### config.mk
export PLATFORM = sky130hd
export DESIGN_NAME = lsu_mem_master
export DESIGN_NICKNAME = d
export VERILOG_FILES = /design/src/rtl/lsu_pkg.sv /design/src/rtl/lsu_lane_align.sv /design/src/rtl/lsu_mem_master.sv
export SDC_FILE = /design/constraint.sdc
export NUM_CORES = 1
export LEC_CHECK = 0
export CAP_MARGIN = 15
export CORE_ASPECT_RATIO = 2
export CORE_MARGIN = 1.5
export CORE_UTILIZATION = 46
export CTS_CLUSTER_DIAMETER = 80
export DETAILED_ROUTE_END_ITERATION = 12
export DONT_BUFFER_PORTS = 1
export GPL_ROUTABILITY_DRIVEN = 0
export HOLD_SLACK_MARGIN = 0.15
export SYNTH_ARGS = -nofsm -noshare
export SYNTH_HDL_FRONTEND = slang
export SYNTH_SLANG_ARGS = --single-unit
### constraint.sdc
create_clock -name clk -period 2.68 [get_ports clk]
set_clock_uncertainty 0.1 [all_clocks]
set_input_delay 0.536 -clock clk [delete_from_list [all_inputs] [get_ports clk]]
set_output_delay 0.536 -clock clk [all_outputs]
set_load 0.03 [all_outputs]
### src/rtl/lsu_pkg.sv
// Shared types for the load/store memory master: access sizes, FSM states and
// the word geometry of the attached data memory.
package lsu_pkg;

    localparam int LSU_DWIDTH     = 32;
    localparam int BYTES_PER_WORD = LSU_DWIDTH / 8;

    typedef enum logic [1:0] {
        SZ_B = 2'b00,
        SZ_H = 2'b01,
        SZ_W = 2'b10,
        SZ_X = 2'b11
    } size_e;

    typedef enum logic [2:0] {
        ST_IDLE   = 3'd0,
        ST_RD     = 3'd1,
        ST_WR     = 3'd2,
        ST_RMW_RD = 3'd3,
        ST_RMW_WR = 3'd4,
        ST_RESP   = 3'd5
    } state_e;

endpackage

### src/rtl/lsu_lane_align.sv
// Byte-lane datapath: extracts and extends load lanes, and merges sub-word
// store data into a previously read word.
module lsu_lane_align
    import lsu_pkg::*;
#(
    parameter int DWIDTH = 32
) (
    input  logic [DWIDTH-1:0] i_word,
    input  logic [1:0]        i_lane,
    input  size_e             i_size,
    input  logic              i_unsigned,
    input  logic [DWIDTH-1:0] i_wdata,
    output logic [DWIDTH-1:0] o_load,
    output logic [DWIDTH-1:0] o_merged
);

    logic [4:0]        w_shift;
    logic [DWIDTH-1:0] w_shifted;
    logic [DWIDTH-1:0] w_lane_mask;
    logic [DWIDTH-1:0] w_mask;

    assign w_shift = {i_lane, 3'b000};

    // Loads: bring the addressed lane down to bit 0, then extend from its top bit.
    always_comb begin
        w_shifted = i_word >> w_shift;
        o_load    = i_word;
        case (i_size)
            SZ_B: o_load = i_unsigned ? {{(DWIDTH-8){1'b0}}, w_shifted[7:0]}
                                      : {{(DWIDTH-8){w_shifted[7]}}, w_shifted[7:0]};
            SZ_H: o_load = i_unsigned ? {{(DWIDTH-16){1'b0}}, w_shifted[15:0]}
                                      : {{(DWIDTH-16){w_shifted[15]}}, w_shifted[15:0]};
            default: o_load = i_word;
        endcase
    end

    // Stores: bits of wdata above the access size fall outside the lane mask.
    always_comb begin
        case (i_size)
            SZ_B:    w_lane_mask = DWIDTH'(8'hFF);
            SZ_H:    w_lane_mask = DWIDTH'(16'hFFFF);
            default: w_lane_mask = '1;
        endcase
        w_mask   = w_lane_mask << w_shift;
        o_merged = (i_word & ~w_mask) | ((i_wdata << w_shift) & w_mask);
    end

endmodule

### src/rtl/lsu_mem_master.sv
// Load/store initiator between the MEM stage and a single-port word memory;
// sub-word stores are performed as read-modify-write word accesses.
module lsu_mem_master
    import lsu_pkg::*;
#(
    parameter int               AWIDTH     = 32,
    parameter int               DWIDTH     = 32,
    parameter logic [AWIDTH-1:0] BASE_ADDR = AWIDTH'(32'h01000000),
    parameter int               MEM_BYTES  = 1048576,
    parameter int               RD_LATENCY = 1
) (
    input  logic              clk,
    input  logic              rst,
    input  logic              req_valid_i,
    output logic              req_ready_o,
    input  logic              req_we_i,
    input  logic [1:0]        req_size_i,
    input  logic              req_unsigned_i,
    input  logic [AWIDTH-1:0] req_addr_i,
    input  logic [DWIDTH-1:0] req_wdata_i,
    output logic              resp_valid_o,
    input  logic              resp_ready_i,
    output logic [DWIDTH-1:0] resp_rdata_o,
    output logic              resp_err_o,
    output logic [AWIDTH-1:0] mem_addr_o,
    output logic [DWIDTH-1:0] mem_data_o,
    input  logic [DWIDTH-1:0] mem_rdata_i,
    output logic              mem_read_en_o,
    output logic              mem_write_en_o
);

    localparam int                LANE_W   = $clog2(BYTES_PER_WORD);
    localparam logic [AWIDTH:0]   ADDR_LO  = {1'b0, BASE_ADDR};
    localparam logic [AWIDTH:0]   ADDR_END = ADDR_LO + (AWIDTH+1)'(MEM_BYTES);
    localparam logic [7:0]        RD_LAST  = 8'(RD_LATENCY - 1);

    state_e            r_state;
    logic              r_live;
    logic              r_we;
    size_e             r_size;
    logic              r_uns;
    logic [AWIDTH-1:0] r_addr;
    logic [DWIDTH-1:0] r_wdata;
    logic [DWIDTH-1:0] r_old;
    logic [DWIDTH-1:0] r_rdata;
    logic              r_err;
    logic [7:0]        r_cnt;

    logic              w_err;
    logic              w_accept;
    logic [DWIDTH-1:0] w_align_word;
    logic [DWIDTH-1:0] w_load;
    logic [DWIDTH-1:0] w_merged;

    // Request legality is decided combinationally so it can be registered with the request.
    always_comb begin
        w_err = 1'b0;
        case (req_size_i)
            SZ_H:    w_err = req_addr_i[0];
            SZ_W:    w_err = |req_addr_i[1:0];
            SZ_X:    w_err = 1'b1;
            default: w_err = 1'b0;
        endcase
        if ({1'b0, req_addr_i} < ADDR_LO || {1'b0, req_addr_i} >= ADDR_END) begin
            w_err = 1'b1;
        end
    end

    assign req_ready_o    = r_live && (r_state == ST_IDLE);
    assign w_accept       = req_valid_i && req_ready_o;
    assign resp_valid_o   = (r_state == ST_RESP);
    assign resp_rdata_o   = r_rdata;
    assign resp_err_o     = r_err;
    assign mem_read_en_o  = (r_state == ST_RD) || (r_state == ST_RMW_RD);
    assign mem_write_en_o = (r_state == ST_WR) || (r_state == ST_RMW_WR);
    assign mem_addr_o     = {r_addr[AWIDTH-1:LANE_W], {LANE_W{1'b0}}};
    assign w_align_word   = (r_state == ST_RMW_WR) ? r_old : mem_rdata_i;

    always_comb begin
        case (r_state)
            ST_WR:     mem_data_o = r_wdata;
            ST_RMW_WR: mem_data_o = w_merged;
            default:   mem_data_o = '0;
        endcase
    end

    lsu_lane_align #(
        .DWIDTH (DWIDTH)
    ) u_align (
        .i_word     (w_align_word),
        .i_lane     (r_addr[LANE_W-1:0]),
        .i_size     (r_size),
        .i_unsigned (r_uns),
        .i_wdata    (r_wdata),
        .o_load     (w_load),
        .o_merged   (w_merged)
    );

    // Everything resets asynchronously so enables drop the moment rst falls.
    always_ff @(posedge clk or negedge rst) begin
        if (!rst) begin
            r_state <= ST_IDLE;
            r_live  <= 1'b0;
            r_we    <= 1'b0;
            r_size  <= SZ_B;
            r_uns   <= 1'b0;
            r_addr  <= '0;
            r_wdata <= '0;
            r_old   <= '0;
            r_rdata <= '0;
            r_err   <= 1'b0;
            r_cnt   <= '0;
        end else begin
            r_live <= 1'b1;
            case (r_state)
                ST_IDLE: begin
                    if (w_accept) begin
                        r_we    <= req_we_i;
                        r_size  <= size_e'(req_size_i);
                        r_uns   <= req_unsigned_i;
                        r_addr  <= req_addr_i;
                        r_wdata <= req_wdata_i;
                        r_rdata <= '0;
                        r_err   <= w_err;
                        r_cnt   <= '0;
                        if (w_err) begin
                            r_state <= ST_RESP;
                        end else if (!req_we_i) begin
                            r_state <= ST_RD;
                        end else if (req_size_i == SZ_W) begin
                            r_state <= ST_WR;
                        end else begin
                            r_state <= ST_RMW_RD;
                        end
                    end
                end
                ST_RD: begin
                    if (r_cnt == RD_LAST) begin
                        r_rdata <= w_load;
                        r_state <= ST_RESP;
                    end else begin
                        r_cnt <= r_cnt + 8'd1;
                    end
                end
                ST_RMW_RD: begin
                    if (r_cnt == RD_LAST) begin
                        r_old   <= mem_rdata_i;
                        r_state <= ST_RMW_WR;
                    end else begin
                        r_cnt <= r_cnt + 8'd1;
                    end
                end
                ST_WR:     r_state <= ST_RESP;
                ST_RMW_WR: r_state <= ST_RESP;
                ST_RESP: begin
                    if (resp_ready_i) begin
                        r_state <= ST_IDLE;
                    end
                end
                default:   r_state <= ST_IDLE;
            endcase
        end
    end

endmodule

# --- Word-level counts from Yosys, hierarchy flattened ---
# Cells that the tools add are included.
totals:
  word_cells: 74
  output_inout_bits: 101
  regBits: 144
op_classes:
  eq_ne: 14
  magnitude_cmp: 2
  n_bitwise: 4
  mux: 22
  shifts: 3
  reduce_logical: 18
  n_addsub: 1
op_table:
  columns: ["cell", "n"]
  rows:
  - ["case mux 32 bit (2 select lines)", 4]
  - ["two-way mux 32 bit", 5]
  - ["bitwise AND 32 bit", 2]
  - ["left shift 32 x 5 -> 32 bit", 2]
  - [">= comparator 32 x 25 -> 1 bit, second input constant", 1]
  - ["less-than comparator 32 x 25 -> 1 bit, second input constant", 1]
  - ["inverter 32 bit", 1]
  - ["OR 32 bit", 1]
  - ["right shift 32 x 5 -> 16 bit", 1]
  - ["two-way mux 8 bit", 2]
  - ["case mux 8 bit (2 select lines)", 1]
  - ["two-way mux 3 bit", 5]
  - ["case mux 3 bit (5 select lines)", 1]
  - ["adder 8 x 1 -> 8 bit, second input constant", 1]
  - ["logical NOT 8 bit", 1]
  - ["equality test 3 x 2 -> 1 bit, second input constant", 2]
  - ["equality test 3 bit, second input constant", 2]
  - ["inequality test 2 x 1 -> 1 bit, second input constant", 3]
  - ["AND reduction 3 bit", 2]
  - ["OR reduction 2 bit", 3]
  - ["equality test 2 x 1 -> 1 bit, second input constant", 2]
  - ["equality test 2 bit, second input constant", 2]
  - ["inequality test 2 bit, second input constant", 2]
  - ["AND reduction 2 bit", 2]
  - ["10 further kinds", 15]

# --- Depth between registers and ports, before layout ---
# Gate-level depths: netlist of the first run.
depth:
  ltp_word: 7
  mapped_depth: 10
  mapped_depth_nobuf: 7

# --- Cells and area by module ---
# Synthesis of the first run repeated with hierarchy kept, for this count alone.
unflattened:
  cells_unflattened: 925
  area_unflattened_um2: 8508.2
modules_own_cells:
  columns: ["module", "instances", "cells_each", "seq_area_each_um2", "area_per_inst_um2"]
  rows:
  - ["lsu_mem_master", 1, 690, 3603.5, 6862.8]
  - ["lsu_lane_align", 1, 235, 0.0, 1645.3]

# --- Least setup slack after synthesis of the first run ---
# OpenSTA, ideal clock, no wires.
synth_timing:
  kind: "register to output"
  startpoint: "register r_addr[1]"
  endpoint: "output port mem_data_o[19]"
  setup_slack_ps: -443
  path_stages_with_launch: 8
  required_ps: 2044
  arrival_time_ps: 2487
  path_cell_list: "dfrtp_1 buf_1 clkbuf_1 clkbuf_1 mux2i_1 o211ai_1 o21ai_0 o21ai_0"
synth_via:
  elab_chain_cells: 5
  word_cells_on_any_way: 7
  classes_between: "shift (2); mux (1); bitwise (4)"
synth_lines:
  columns: ["item", "line_no", "text"]
  rows:
  - ["from (decl)", "lsu_mem_master.sv:42", "logic [AWIDTH-1:0] r_addr;"]
  - ["from (signal assigned)", "lsu_mem_master.sv:121", "r_addr <= req_addr_i;"]
  - ["left shift 32 x 5 -> 32 bit", "lsu_lane_align.sv:44", "w_mask = w_lane_mask << w_shift;"]
  - ["inverter 32 bit", "lsu_lane_align.sv:45", "o_merged = (i_word & ~w_mask) | ((i_wdata << w_shift) & w_mask);"]
  - ["bitwise AND 32 bit", "lsu_lane_align.sv:45", null]
  - ["OR 32 bit (*)", "lsu_lane_align.sv:45", null]
  - ["case mux 32 bit (2 select lines) (*)", "lsu_mem_master.sv:80", "case (r_state)"]
  - ["to (decl)", "lsu_mem_master.sv:26", "output logic [DWIDTH-1:0] mem_data_o,"]
# Every way passes the cells marked *; elsewhere a longest branch is shown, timed or not.

# --- Final worst setup path of the first run ---
layout_timing:
  startpoint: "register r_addr[0]"
  endpoint: "output port mem_data_o[29]"
# Same word-level chain as after synthesis.

==> results of run 1 <==
-- area by class of cell --
cell class	count	area [um^2]	share of cell area
multi-input cells	639	3940	0.390
flip-flops and latches	144	3610	0.357
repair buffers	168	1700	0.169
clock buffers	18	429	0.0425
well taps	207	259	0.0257
clock inverters	14	143	0.0141
inverters	4	15.0	0.00149
-- how the worst max path moves through the flow --
stage                                      start  slack [ps]  cells past startpoint                            to
after floorplan           r_state[2]$_DFFE_PN0P_        -210                      7                mem_data_o[14]
after global placement    r_state[1]$_DFFE_PN0P_         180                      5  resp_rdata_o[30]$_DFFE_PN0P_
after detailed placement  r_state[1]$_DFFE_PN0P_         100                      5  resp_rdata_o[28]$_DFFE_PN0P_
after CTS                 r_state[1]$_DFFE_PN0P_         -20                      4                 mem_data_o[0]
after global routing       r_addr[0]$_DFFE_PN0P_        -130                      8                mem_data_o[28]
final                      r_addr[0]$_DFFE_PN0P_          -4                      7                mem_data_o[29]
-- cells by family (layout without fill, tap and decap cells) --
| group | Yosys count | in the layout |
|---|---|---|
| AND/OR/NAND/NOR | 362 | 362 |
| AO/OA/AOI/OAI | 174 | 174 |
| XOR/XNOR | 6 | 6 |
| adder cells (fa/ha/maj) | 2 | 2 |
| buffers and inverters | 95 | 204 |
| multiplexers | 92 | 92 |
| flip-flops | 144 | 144 |
| other | 2 | 3 |
-- placed cells by master (no fill, tap or decap), types with 3 or more instances in the layout --
master | synthesis | final
buf_12 | 0 | 15
a21oi_1 | 27 | 25
clkinv_4 | 0 | 3
inv_1 | 4 | 4
xor2_1 | 6 | 6
o21ai_0 | 58 | 29
a211oi_1 | 18 | 11
a2bb2oi_1 | 14 | 14
buf_4 | 33 | 64
nand4_1 | 4 | 4
conb_1 | 2 | 3
a21o_1 | 10 | 9
a211o_1 | 17 | 17
nand3_1 | 11 | 10
o21ai_2 | 0 | 10
a211oi_2 | 0 | 7
nor2_1 | 29 | 28
clkinv_2 | 0 | 5
buf_6 | 1 | 7
clkbuf_16 | 0 | 17
nor3_1 | 6 | 5
o211ai_1 | 15 | 15
mux2_2 | 34 | 34
nor3b_1 | 5 | 3
dlygate4sd3_1 | 0 | 79
nor2b_1 | 10 | 10
o21ai_1 | 0 | 19
dfrtp_2 | 0 | 3
a22o_1 | 8 | 8
nand2_1 | 281 | 281
mux2i_1 | 50 | 48
clkinvlp_4 | 0 | 3
dfrtp_1 | 144 | 141
mux4_2 | 8 | 8
-- critical path: cells and delay by family, from the launching register on --
family | cells | cell delay [ps]
buf+inv | 3 | 480
compound gates | 3 | 530
mux | 1 | 120
flops | 1 | 490
-- per-layer routing --
layer  vias to the layer above  track usage  part of all wire
met5                         -            0                 0
li1                       3169            -                 -
met4                         0        0.208             0.077
met3                        78       0.0665             0.064
met2                       320        0.494              0.52
met1                      3340        0.300              0.34
-- power by group through the flow --
stage               Sequential [uW]  Combinational [uW]  Clock (uW)
floorplan                      3720                3460           0
global placement               4450                3740           0
detailed placement             4460                3850           0
CTS                            4450                4250        2380
global route                   4570                4780        2480
finish                         4470                4410        2350
-- metrics by stage --
step                      instance area [um^2]  cells  TNS [ps]  utilization
after CTS                                10000   1190      -152        0.596
after floorplan                           7920    878      -667            -
after detailed placement                  8460   1067         0        0.504
after global placement                    8460   1067         0        0.504
final                                    10100   1194     -3.94        0.602
after global routing                     10100   1194      -907        0.602
-- flip-flops by register name, indices dropped and copies added, names as in the netlist --
name	count
r_state	3
r_size	2
r_uns	1
r_live	1
resp_rdata_o	32
r_cnt	8
r_wdata	32
r_old	32
r_addr	32
resp_err_o	1
-- timing repair --
action | in CTS | in global routing
cloned | 3 | 0
setup endpoints to repair | 30 | 60
hold endpoints to repair | 223 | 144
pin swaps | 7 | 12
setup buffers | 9 | 4
gates resized for setup | 23 | 26
==> out/metrics.yaml, run 1 <==
critical_path:
  slowest_delay_ps: 490
  crit_path_end_kind: "primary output"
  arrival_ps: 2050
  crit_fanout: 11
  crit_path_start_kind: "flip-flop"
  cp.required_ps: 2040
  reg2reg_depth: 5
  rrSetupSlack_ps: 190
  worstPathCellList: "buf_12 > buf_4 > mux2i_1 > a211oi_1 > a21oi_1 > o21ai_2 > buf_6"
  critical_path_class: "reg2out"
  crit-reg2reg-launch: "r_state[0]$_DFFE_PN0P_"
  reg2reg_to: "resp_rdata_o[28]$_DFFE_PN0P_"
  slowest_stage: "dfrtp_2"
placement:
  hpwl_mm: 18.0
  dp_slack_ps: 101
  portBuffers: 0
timing:
  min_period_over_period: 1.00
  layout_setup_ws_ps: -3.94
  post-route-min-period_ps: 2680
  fin_hold_ws_ps: -294
  maxSlewHeadroom: 0.382
  fmax_mhz: 373
  rsz0062_at_grt: "true"
  worst_pin_slew_ps: 922
  slew_violations: 0
  setup_violations: 1
  hold_violations: 144
detailed_routing:
  drc_errors: 0
  vias_per_cell: 5.78
  wl_mm: 25.3
  first_iter_violations: 352
  vias: 6907
  firstDrtPassIters: 5
  post_drt_wl_per_cell_um: 21.2
  ant_nets: 0
floorplan:
  die_x_um: 95.6
  coreArea_um2: 16800
  initial_core_util: 0.470
  ios: 205
  dieHeight_um: 188
  placementRows: 67
  dieArea_um2: 18000
pwr:
  p_sw_uw: 4990
  power_uw: 11200
  p_sw_frac: 0.445
  sequentialPowerShare: 0.398
  p_clk_frac: 0.209
  p_comb_frac: 0.393
  p_int_uw: 6230
  ir_drop_uv: 671
  p_leak_uw: 0.00484
  p_per_area_nw_per_um2: 1110
grt:
  grt_start_max_net_pins: 145
  grt_pass1_vias: 7205
  grt_overflow: 0
  track_usage: 0.290
  grt_first_pass_wirelength_mm: 38.9
  antenna_found_initial: 0
logic_synthesis:
  synthAdderAreaFrac: 0.00317
  synthMuxAreaShare: 0.135
  synth_edf_count: 0
  netlist_instances: 877
  synth_top_family_by_area: "simple AND/OR/NAND/NOR gates"
  ys_top_cells_by_area: "dfrtp_1 (46%), nand2_1 (13%), mux2i_1 (6.3%)"
  synth-compound-area-share: 0.146
  async_flop_share: 1.00
  synth_simple_gate_area_frac: 0.189
  postSynthAreaPerCell_um2: 8.99
  synth_most_common_cell: "nand2_1"
  synthDistinctLibCells: 45
  yosysWarnings: 0
  synth_top_area_frac: 0.457
  ys_seq_area_frac: 0.457
  yosys_most_used_dff: "dfrtp_1"
  synth_top_area_cell: "dfrtp_1"
  synth-seq-cells: 144
  synth_commonest_cells: "nand2_1 (281), dfrtp_1 (144), o21ai_0 (58)"
  syn-cell-area_um2: 7890
  synthXorXnorAreaFrac: 0.00666
finish:
  drive_gt1_frac: 0.204
  diodes: 0
  fin_nets: 1080
  area_delta_synth_final_pct: 28.0
  fill_cells: 1393
status:
  failed_checks: "negative hold slack, negative setup slack"
  status: "finished with violations"
clocking:
  clockBufferDepth: 2
  hold_buffers: 79
  cts_tree: "built"
  clock-sinks: 144
  root_buffer: "clkbuf_16"
  clk_pin_slew_worst_paths_ps: 70
  h-tree-depth: 4
  cts_buffers: 17
  clock_latency_ps: 430
job:
  cap_violations: 0
min_path:
  min_path_type: "in2async"
(Power assumes the default switching activity.)
==> inputs of run 2 (changes only) <==
==> constraint.sdc (replaced) <==
create_clock -name clk -period 2.8 [get_ports clk]
set_clock_uncertainty 0.1 [all_clocks]
set_input_delay 0.56 -clock clk [delete_from_list [all_inputs] [get_ports clk]]
set_output_delay 0.56 -clock clk [all_outputs]
set_load 0.03 [all_outputs]
==> run 2 against run 1 <==
The run ends with negative hold slack left. Sequential power shrank 4%. Setup slack gained 59 ps. Global-route usage shrank 0.095 points. Critical endpoint is now mem_data_o[24]. Largest cell class unchanged.
==> out/metrics.yaml, run 2 (synthesis gave the netlist of run 1 again) <==
detailed_routing:
  wl_mm: 25.2
  first_iter_violations: 581
  vias_per_cell: 5.88
  vias: 6811
  ant_nets: 0
  firstDrtPassIters: 5
  drc_errors: 0
  post_drt_wl_per_cell_um: 21.7
critical_path:
  crit_path_start_kind: "flip-flop"
  cp.required_ps: 2140
  critical_path_class: "reg2out"
  worstPathCellList: "buf_6 > mux2i_2 > a211oi_2 > a21oi_2 > o21ai_2 > buf_12"
  crit_path_end_kind: "primary output"
  arrival_ps: 2080
  crit_fanout: 20
  slowest_stage: "dfrtp_2"
  slowest_delay_ps: 460
timing:
  setup_violations: 0
  fin_hold_ws_ps: -271
  post-route-min-period_ps: 2740
  layout_setup_ws_ps: 55.2
  min_period_over_period: 0.980
  hold_violations: 144
  fmax_mhz: 364
  slew_violations: 0
  rsz0062_at_grt: "true"
  worst_pin_slew_ps: 947
  maxSlewHeadroom: 0.368
grt:
  met3_usage: 0.0726
  met1_usage: 0.292
  use_met2: 0.511
  grt_overflow: 0
  antenna_found_initial: 0
  grt_pass1_vias: 7170
  track_usage: 0.289
  grt_first_pass_wirelength_mm: 38.8
  grt_start_max_net_pins: 145
  busiest_layer: "met2"
pwr:
  sequentialPowerShare: 0.402
  ir_drop_uv: 634
  p_clk_frac: 0.203
  p_sw_frac: 0.449
  p_sw_uw: 4770
  p_per_area_nw_per_um2: 1080
  p_int_uw: 5870
  p_comb_frac: 0.395
  p_leak_uw: 0.00476
clocking:
  cts_tree: "built"
  clock_latency_ps: 430
  cts_buffers: 17
  clock-sinks: 144
  clk_pin_slew_worst_paths_ps: 60
  clockBufferDepth: 2
  hold_buffers: 55
  h-tree-depth: 4
  root_buffer: "clkbuf_16"
floorplan:
  die_x_um: 95.6
  ios: 205
  coreArea_um2: 16800
  dieArea_um2: 18000
  placementRows: 67
  dieHeight_um: 188
  initial_core_util: 0.470
status:
  status: "finished with violations"
  failed_checks: "negative hold slack"
finish:
  drive_gt1_frac: 0.207
  area_delta_synth_final_pct: 25.5
  final_common_cell: "nand2_1"
  diodes: 0
  fin_nets: 1045
  fill_cells: 1451
  final_cell_mix: "nand2_1 (281), dfrtp_1 (141), dlygate4sd3_1 (55)"
  design_area_um2: 9890
placement:
  hpwl_mm: 17.7
  placed_area_um2: 8420
  dp_slack_ps: 191
  portBuffers: 0
min_path:
  min_path_type: "in2async"
job:
  cap_violations: 0
## run 2: cell types whose count changed in the layout (fill, tap and decap cells not counted), moves of 4 or more
cell,previous run,this run
a22o_1,8,3
a22o_4,0,5
buf_12,15,19
buf_4,64,50
dlygate4sd3_1,79,55
o21ai_0,29,36
o21ai_1,19,11
## run 2: final cells by class
type / instances / area (um^2) / area share
repair buffers: 133 / 1460 / 0.147
well taps: 207 / 259 / 0.0262
flip-flops and latches: 144 / 3610 / 0.365
clock inverters: 14 / 118 / 0.0119
inverters: 4 / 15.0 / 0.00152
clock buffers: 18 / 439 / 0.0444
multi-input cells: 639 / 4000 / 0.404
## run 2: power groups by stage
stage	clock [uW]	combinational (uW)	sequential [uW]
floorplan	0	3300	3560
global placement	0	3480	4260
detailed placement	0	3590	4270
CTS	2200	3860	4250
global route	2300	4560	4360
finish	2160	4200	4280
## run 2: path summary, 6_finish.rpt
path	depth (start not counted)	slack, ps	from	to
max	6	60	r_addr[0]$_DFFE_PN0P_	mem_data_o[24]
min	0	-270	rst	resp_rdata_o[2]$_DFFE_PN0P_
max reg2reg	7	210	r_state[1]$_DFFE_PN0P_	resp_rdata_o[14]$_DFFE_PN0P_
min reg2reg	2	420	r_wdata[29]$_DFFE_PN0P_	r_wdata[29]$_DFFE_PN0P_
max in group asynchronous	0	2670	rst	r_wdata[29]$_DFFE_PN0P_
min in group clk	2	160	req_wdata_i[6]	r_wdata[6]$_DFFE_PN0P_
## run 2: metal layers
metal | part of all wire | wire length [um]
met5 | 0 | 0
met4 | 0.068 | 1700
met3 | 0.072 | 1810
met2 | 0.53 | 13500
met1 | 0.33 | 8220
## run 2: what timing repair did
action	4_1_cts	5_1_grt
hold endpoints to repair	199	144
setup buffers	4	9
gates cloned	2	2
resized for setup	18	35
pin swaps	0	9
endpoints found under the setup margin	30	44
## run 2: metrics by stage
stage | setup TNS, ps | power (uW) | hold WS [ps] | utilization | instances
final | 0 | 10600 | -271 | 0.590 | 1159
after global routing | -63.5 | 11200 | -288 | 0.590 | 1159
after CTS | -17.3 | 10300 | -287 | 0.576 | 1148
after detailed placement | 0 | 7860 | 169 | 0.502 | 1055
after global placement | 0 | 7730 | 169 | 0.502 | 1055
after floorplan | -438 | 6860 | 164 | - | 878
## run 2: critical path: cells and delay by family, from the launching register on
kind            cells  cell delay, ps
mux                 1             220
flops               1             460
compound gates      3             620
buf+inv             2             350
